<file path="src/rtl/dc_1_missctl_if.sv">
// dc_1_missctl_if: tag-check, L2 request/ack/displacement and tag-bank fill signals of the miss controller
interface dc_1_missctl_if #(parameter int TAG_W = 10, parameter int IDX_W = 5, parameter int WAYS = 8, parameter int WW = $clog2(WAYS));
  logic miss_valid, miss_retry, miss_write;
  logic [TAG_W-1:0] miss_tag;
  logic [IDX_W-1:0] miss_index;
  logic [2*WAYS-1:0] set_rrip;
  logic [WAYS-1:0] set_dirty;
  logic l1tol2_req_valid, l1tol2_req_retry;
  logic [2:0] l1tol2_req;
  logic l2tol1_snack_valid;
  logic [4:0] l2tol1_snack;
  logic l1tol2_disp_valid, l1tol2_disp_retry;
  logic [2:0] l1tol2_disp;
  logic age_valid;
  logic [2*WAYS-1:0] age_rrip;
  logic fill_valid;
  logic [IDX_W-1:0] fill_index;
  logic [WW-1:0] fill_way;
  logic [TAG_W+4:0] fill_data;
  logic busy;
  modport master (
    input miss_valid, miss_write, miss_tag, miss_index, set_rrip, set_dirty,
          l1tol2_req_retry, l2tol1_snack_valid, l2tol1_snack, l1tol2_disp_retry,
    output miss_retry, l1tol2_req_valid, l1tol2_req, l1tol2_disp_valid, l1tol2_disp,
           age_valid, age_rrip, fill_valid, fill_index, fill_way, fill_data, busy
  );
  modport slave (
    output miss_valid, miss_write, miss_tag, miss_index, set_rrip, set_dirty,
           l1tol2_req_retry, l2tol1_snack_valid, l2tol1_snack, l1tol2_disp_retry,
    input miss_retry, l1tol2_req_valid, l1tol2_req, l1tol2_disp_valid, l1tol2_disp,
          age_valid, age_rrip, fill_valid, fill_index, fill_way, fill_data, busy
  );
endinterface

</file>
<file path="src/rtl/dc_1_missctl.sv">
// dc_1_missctl: single-MSHR L1 D-cache miss controller (L2 request, ack wait, RRIP victim, displacement, fill)
module dc_1_missctl #(
  parameter int TAG_W = 10,
  parameter int IDX_W = 5,
  parameter int WAYS = 8,
  parameter logic [1:0] RRIP_INS = 2'd2,
  parameter logic [2:0] DISP_CMD = 3'b001
) (
  input logic clk,
  input logic reset,
  dc_1_missctl_if.master m
);
  localparam int WW = $clog2(WAYS);
  localparam logic [2:0] REQ_S = 3'd1, REQ_M = 3'd2;
  localparam logic [4:0] ACK_S = 5'h04, ACK_E = 5'h05, ACK_M = 5'h06;
  localparam logic [2:0] ST_I = 3'd0, ST_S = 3'd1, ST_E = 3'd2, ST_M = 3'd3;
  typedef enum logic [2:0] {IDLE, REQ, WAIT_ACK, VICTIM, DISP, FILL} state_t;
  state_t state, nxt;
  logic [TAG_W-1:0] tag_q;
  logic [IDX_W-1:0] idx_q;
  logic wr_q, hit, leave, ack_ok;
  logic [2:0] st_q, ack_st;
  logic [WW-1:0] way_q, vw;
  logic [1:0] age_cnt;
  logic [2*WAYS-1:0] age_next;
  // descending scan so the lowest way holding a distant (3) counter wins
  always_comb begin
    hit = 1'b0;
    vw = '0;
    age_next = '0;
    for (int w = WAYS - 1; w >= 0; w--) begin
      if (m.set_rrip[2*w+:2] == 2'd3) begin
        hit = 1'b1;
        vw = WW'(w);
      end
      age_next[2*w+:2] = (&m.set_rrip[2*w+:2]) ? 2'd3 : m.set_rrip[2*w+:2] + 2'd1;
    end
  end
  assign ack_st = m.l2tol1_snack == ACK_S ? ST_S : m.l2tol1_snack == ACK_E ? ST_E :
                  m.l2tol1_snack == ACK_M ? ST_M : ST_I;
  assign ack_ok = m.l2tol1_snack_valid && ack_st != ST_I;
  // three agings always saturate some counter; the count bound is only a safety exit to way 0
  assign leave = hit || age_cnt == 2'd3;
  always_comb begin
    nxt = state;
    case (state)
      IDLE:     nxt = m.miss_valid ? REQ : IDLE;
      REQ:      nxt = m.l1tol2_req_retry ? REQ : WAIT_ACK;
      WAIT_ACK: nxt = ack_ok ? VICTIM : WAIT_ACK;
      VICTIM:   nxt = !leave ? VICTIM : m.set_dirty[vw] ? DISP : FILL;
      DISP:     nxt = m.l1tol2_disp_retry ? DISP : FILL;
      FILL:     nxt = IDLE;
      default:  nxt = IDLE;
    endcase
  end
  always_ff @(posedge clk or negedge reset)
    if (!reset) state <= IDLE;
    else state <= nxt;
  always_ff @(posedge clk or negedge reset)
    if (!reset) begin
      tag_q <= '0;
      idx_q <= '0;
      wr_q <= 1'b0;
      st_q <= ST_I;
      way_q <= '0;
      age_cnt <= '0;
    end else begin
      if (state == IDLE && m.miss_valid) begin
        tag_q <= m.miss_tag;
        idx_q <= m.miss_index;
        wr_q <= m.miss_write;
        age_cnt <= '0;
      end
      if (state == WAIT_ACK && ack_ok) st_q <= ack_st;
      if (m.age_valid) age_cnt <= age_cnt + 2'd1;
      if (state == VICTIM && leave) way_q <= vw;
    end
  assign m.miss_retry = state != IDLE;
  assign m.busy = state != IDLE;
  assign m.l1tol2_req_valid = state == REQ;
  assign m.l1tol2_req = state == REQ ? (wr_q ? REQ_M : REQ_S) : 3'd0;
  assign m.l1tol2_disp_valid = state == DISP;
  assign m.l1tol2_disp = state == DISP ? DISP_CMD : 3'd0;
  assign m.age_valid = state == VICTIM && !leave;
  assign m.age_rrip = m.age_valid ? age_next : '0;
  assign m.fill_valid = state == FILL;
  assign m.fill_index = m.fill_valid ? idx_q : '0;
  assign m.fill_way = m.fill_valid ? way_q : '0;
  assign m.fill_data = m.fill_valid ? {st_q, RRIP_INS, tag_q} : '0;
endmodule

</file>
<file path="src/flat_wrapper.sv">
// flat-port wrapper written by rule: the top's interface ports become plain ports
module dc_1_missctl_flat 
#(
  parameter int TAG_W = 10,
  parameter int IDX_W = 5,
  parameter int WAYS = 8,
  parameter logic [1:0] RRIP_INS = 2'd2,
  parameter logic [2:0] DISP_CMD = 3'b001
)
  (clk, reset, m_miss_valid, m_miss_write, m_miss_tag, m_miss_index, m_set_rrip, m_set_dirty, m_l1tol2_req_retry, m_l2tol1_snack_valid, m_l2tol1_snack, m_l1tol2_disp_retry, m_miss_retry, m_l1tol2_req_valid, m_l1tol2_req, m_l1tol2_disp_valid, m_l1tol2_disp, m_age_valid, m_age_rrip, m_fill_valid, m_fill_index, m_fill_way, m_fill_data, m_busy);
  dc_1_missctl_if #(.TAG_W(TAG_W), .IDX_W(IDX_W), .WAYS(WAYS)) m_i ();
  input logic clk;
  input logic reset;
  input wire logic [$bits(m_i.miss_valid)-1:0] m_miss_valid;
  input wire logic [$bits(m_i.miss_write)-1:0] m_miss_write;
  input wire logic [$bits(m_i.miss_tag)-1:0] m_miss_tag;
  input wire logic [$bits(m_i.miss_index)-1:0] m_miss_index;
  input wire logic [$bits(m_i.set_rrip)-1:0] m_set_rrip;
  input wire logic [$bits(m_i.set_dirty)-1:0] m_set_dirty;
  input wire logic [$bits(m_i.l1tol2_req_retry)-1:0] m_l1tol2_req_retry;
  input wire logic [$bits(m_i.l2tol1_snack_valid)-1:0] m_l2tol1_snack_valid;
  input wire logic [$bits(m_i.l2tol1_snack)-1:0] m_l2tol1_snack;
  input wire logic [$bits(m_i.l1tol2_disp_retry)-1:0] m_l1tol2_disp_retry;
  output wire logic [$bits(m_i.miss_retry)-1:0] m_miss_retry;
  output wire logic [$bits(m_i.l1tol2_req_valid)-1:0] m_l1tol2_req_valid;
  output wire logic [$bits(m_i.l1tol2_req)-1:0] m_l1tol2_req;
  output wire logic [$bits(m_i.l1tol2_disp_valid)-1:0] m_l1tol2_disp_valid;
  output wire logic [$bits(m_i.l1tol2_disp)-1:0] m_l1tol2_disp;
  output wire logic [$bits(m_i.age_valid)-1:0] m_age_valid;
  output wire logic [$bits(m_i.age_rrip)-1:0] m_age_rrip;
  output wire logic [$bits(m_i.fill_valid)-1:0] m_fill_valid;
  output wire logic [$bits(m_i.fill_index)-1:0] m_fill_index;
  output wire logic [$bits(m_i.fill_way)-1:0] m_fill_way;
  output wire logic [$bits(m_i.fill_data)-1:0] m_fill_data;
  output wire logic [$bits(m_i.busy)-1:0] m_busy;
  assign m_i.miss_valid = m_miss_valid;
  assign m_i.miss_write = m_miss_write;
  assign m_i.miss_tag = m_miss_tag;
  assign m_i.miss_index = m_miss_index;
  assign m_i.set_rrip = m_set_rrip;
  assign m_i.set_dirty = m_set_dirty;
  assign m_i.l1tol2_req_retry = m_l1tol2_req_retry;
  assign m_i.l2tol1_snack_valid = m_l2tol1_snack_valid;
  assign m_i.l2tol1_snack = m_l2tol1_snack;
  assign m_i.l1tol2_disp_retry = m_l1tol2_disp_retry;
  assign m_miss_retry = m_i.miss_retry;
  assign m_l1tol2_req_valid = m_i.l1tol2_req_valid;
  assign m_l1tol2_req = m_i.l1tol2_req;
  assign m_l1tol2_disp_valid = m_i.l1tol2_disp_valid;
  assign m_l1tol2_disp = m_i.l1tol2_disp;
  assign m_age_valid = m_i.age_valid;
  assign m_age_rrip = m_i.age_rrip;
  assign m_fill_valid = m_i.fill_valid;
  assign m_fill_index = m_i.fill_index;
  assign m_fill_way = m_i.fill_way;
  assign m_fill_data = m_i.fill_data;
  assign m_busy = m_i.busy;
  dc_1_missctl #(.TAG_W(TAG_W), .IDX_W(IDX_W), .WAYS(WAYS), .RRIP_INS(RRIP_INS), .DISP_CMD(DISP_CMD)) u_core (.clk(clk), .reset(reset), .m(m_i));
endmodule
</file>
<file path="config.mk">
export PLATFORM = sky130hd
export DESIGN_NAME = dc_1_missctl_flat
export DESIGN_NICKNAME = d
export VERILOG_FILES = /design/src/rtl/dc_1_missctl_if.sv /design/src/rtl/dc_1_missctl.sv /design/src/flat_wrapper.sv
export SDC_FILE = /design/constraint.sdc
export NUM_CORES = 1
export LEC_CHECK = 0
export BUFFER_PORTS_ARGS = -buffer_cell sky130_fd_sc_hd__buf_2
export CAP_MARGIN = 20
export CORE_MARGIN = 3
export CORE_UTILIZATION = 43
export CTS_CLUSTER_DIAMETER = 200
export CTS_CLUSTER_SIZE = 40
export DETAILED_ROUTE_END_ITERATION = 8
export PLACE_DENSITY = 0.8
export SYNTH_ARGS = -nofsm -noshare
export SYNTH_HDL_FRONTEND = slang
export SYNTH_SLANG_ARGS = --single-unit
</file>
<file path="constraint.sdc">
create_clock -name clk -period 1.7 [get_ports clk]
set_input_delay 0.34 -clock clk [delete_from_list [all_inputs] [get_ports clk]]
set_output_delay 0.34 -clock clk [all_outputs]
set_load 0.005 [all_outputs]
</file>
==> results.sh <==
export IMPL_fin_skew_ns=0.005766
export IMPL_setup_violations=36
export IMPL_synth_cells=217
export IMPL_io_buffers=96
export IMPL_clk_latency_ns=0.27
export IMPL_start_util_pct=47.30
export IMPL_area_growth_syn_to_layout_pct=65.82
export IMPL_placed_cell_area_um2=2366
export IMPL_antenna_found_initial=0
export IMPL_final_max_slew_violation_count=0
export IMPL_grt_max_degree=27
export IMPL_track_usage_pct=22.02
export IMPL_hold_class="in -> async"
export IMPL_fillers=224
export IMPL_met3_usage_pct=4.269
export IMPL_min_period_over_period_pct=112.7
export IMPL_layout_common_cells="buf_2, nand2_1, buf_4"
export IMPL_avgSynthCellArea_um2=7.674
export IMPL_overflow=0
export IMPL_ys_ff_latch=26
export IMPL_grt_busiest_layer="met2"
export IMPL_numCtsBuffers=3
export IMPL_worst_ep_arrival_time_ns=1.58
export IMPL_leakagePower_nw=1.562
export IMPL_utilization_pct=78.43
export IMPL_ir_drop_uv=560.4
export IMPL_gr_usage_met1_pct=27.28
export IMPL_wl_per_cell_um=13.77
export IMPL_row_count=21
export IMPL_die_h_um=68.23
export IMPL_finalInstanceArea_um2=2761
export IMPL_synth_seq_area_share_pct=39.07
export IMPL_boundaryPins=102
export IMPL_synth_top_area_share_pct=39.07
export IMPL_crit_type="reg -> out"
export IMPL_required_ns=1.36
export IMPL_yosysWarnings=0
export IMPL_cts_htree_levels=1
export IMPL_finalNetCount=400
export IMPL_multi_input_area_um2=1047
export IMPL_cp_start_kind="flip-flop"
export IMPL_clockBufferDepth=2
export IMPL_worst_pin_slew_ns=0.5590
export IMPL_cts_tree="built"
export IMPL_violations="negative setup slack"
export IMPL_grt_pass1_wl_mm=7.845
export IMPL_p_seq_share_pct=37.1
export IMPL_final_antenna_net_count=0
export IMPL_final_cell_count_no_fill=393
export IMPL_fp_dieArea_um2=4655
export IMPL_cts_hold_buf=0
export IMPL_path_clk_slew_ns=0.09
export IMPL_switching_share_pct=35.89
export IMPL_pre_cts_ws_ns=-0.1641
export IMPL_via_count=1964
export IMPL_drt_wl_total_mm=5.413
export IMPL_core_area_um2=3521
export IMPL_regArea_um2=651.9
export IMPL_netlist_area_um2=1665
export IMPL_dp_cells=379
export IMPL_fmax_ghz=0.5219
export IMPL_critPathMaxFanout=6
export IMPL_p_sw_w=0.001026
export IMPL_vias_per_cell=4.997
export IMPL_yosysUniqueCellTypes=36
export IMPL_gp_congestion=0.7824
export IMPL_synth_area_leader_cell="dfrtp_1"
export IMPL_rsz0062_at_grt="yes"
export IMPL_drc=0
export IMPL_post_route_min_period_ns=1.916
export IMPL_power_w=0.002858
export IMPL_die_w_um=68.23
export IMPL_drive_above_1_share_pct=53.31
export IMPL_first_pass_iters=4
export IMPL_met2_usage_pct=38.99
export IMPL_internal_power_w=0.001833
export IMPL_clkSinkCount=26
export IMPL_initialDrtViolationCount=102
export IMPL_grt_pass1_vias=1806
export IMPL_cap_violations=0
export IMPL_layout_setup_ws_ns=-0.2161
export IMPL_endpoint_kind="output pin"
export IMPL_outcome="complete, but fails checks"
export IMPL_power_density_nw_per_um2=1035
export IMPL_final_common_cell="buf_2"
export IMPL_p_comb_share_pct=45.1
export IMPL_dp_hpwl_mm=3.656
export IMPL_clkPwrFrac_pct=17.8
export IMPL_finalHoldViolCount=0
export IMPL_synthTopCellsByArea="dfrtp_1, nand2_1, and2_1"
export IMPL_antennaDiodeCount=0
export IMPL_cts_root_buf="clkbuf_8"
export IMPL_slew_headroom_pct=62.73
Yosys cell counts:
master / instances
nand4b_1: 1
nor3b_1: 3
nor3_1: 5
nand3_1: 3
a32o_1: 3
a22o_2: 1
conb_1: 1
nor3_2: 1
nor2_1: 18
a22oi_1: 1
o221ai_1: 1
dfrtp_1: 26
nand2_1: 59
nor2b_1: 3
inv_1: 13
and2_1: 23
a21oi_1: 15
o41ai_1: 1
a311oi_1: 1
o2111a_1: 1
a22oi_4: 1
o21ai_0: 4
ha_1: 1
o211ai_2: 1
or2_0: 1
a2111o_1: 1
nand2b_1: 2
clkbuf_1: 4
buf_4: 8
a22oi_2: 2
o21ai_1: 3
buf_2: 5
a31oi_1: 1
a222oi_1: 1
a21o_1: 1
a22o_1: 1
cells by family (layout without fill, tap and decap cells):
kind of cell | count (synthesis) | count (layout) | share of synthesized area, %
simple gates | 119 | 119 | 33.13
other cells | 1 | 5 | 0.2252
flops | 26 | 26 | 39.07
compound gates | 40 | 40 | 17.88
buf+inv | 30 | 156 | 8.940
fa+ha+maj | 1 | 1 | 0.7512
power groups by stage:
stage / Combinational [W] / Clock, W / Sequential [W]
after floorplan: 0.000656 / 0 / 0.000977
after global placement: 0.00100 / 0 / 0.00101
after detailed placement: 0.00103 / 0 / 0.00102
after CTS: 0.00111 / 0.000516 / 0.00102
after global routing: 0.00144 / 0.000545 / 0.00109
final: 0.00129 / 0.000509 / 0.00106
state kept, by name (all words and copies together) (netlist names):
| register | cells |
|---|---|
| u_core.age_cnt | 2 |
| u_core.tag_q | 10 |
| u_core.wr_q | 1 |
| u_core.st_q | 2 |
| u_core.state | 3 |
| u_core.idx_q | 5 |
| u_core.way_q | 3 |
metrics by stage:
step	setup TNS (ns)	hold slack (ns)
finish	-4.212	0.04390
global route	-7.186	0.09111
CTS	-5.387	0.06696
detailed placement	-2.334	0.3659
global placement	-0.4734	0.3667
floorplan	0	0.04441
area by class of cell:
class	instances	share of cell area, %
inverters	13	1.767
clock buffers	3	1.495
clock inverters	1	1.087
flip-flops and latches	26	23.61
repair buffers	139	32.03
multi-input cells	165	37.92
well taps	46	2.084
worst max-delay path: stages, from the launching register on:
cell and delay (ns):
dfrtp_1 0.40, ha_2 0.20, nor3_4 0.17, nand3_4 0.14, buf_6 0.17, a21oi_2 0.11
buf_2 0.12
routing by layer:
layer | share of wire [%] | wire [um]
met1 | 38 | 2032
met2 | 54 | 2934
met3 | 7.4 | 401
met4 | 0.81 | 44
met5 | 0 | 0
final timing paths:
check | start | end | slack (ns) | cells after the start
worst max-delay path | u_core.age_cnt[1] | m_age_rrip[2] | -0.22 | 6
worst min-delay path | reset | u_core.tag_q[0] | 0.04 | 1
worst max register to register | u_core.age_cnt[1] | u_core.state[1] | 0.13 | 8
worst min register to register | u_core.tag_q[0] | u_core.tag_q[0] | 0.47 | 2
max in group asynchronous | reset | u_core.state[1] | 1.24 | 1
min in group clk | m_miss_tag[0] | u_core.tag_q[0] | 0.25 | 3
what timing repair did:
action,CTS,global route
pin swaps,7,13
setup buffers,6,6
resized for setup,25,43
cloned,2,1
endpoints found under the setup margin,38,58
No activity file was read; power rests on OpenSTA's default activity.
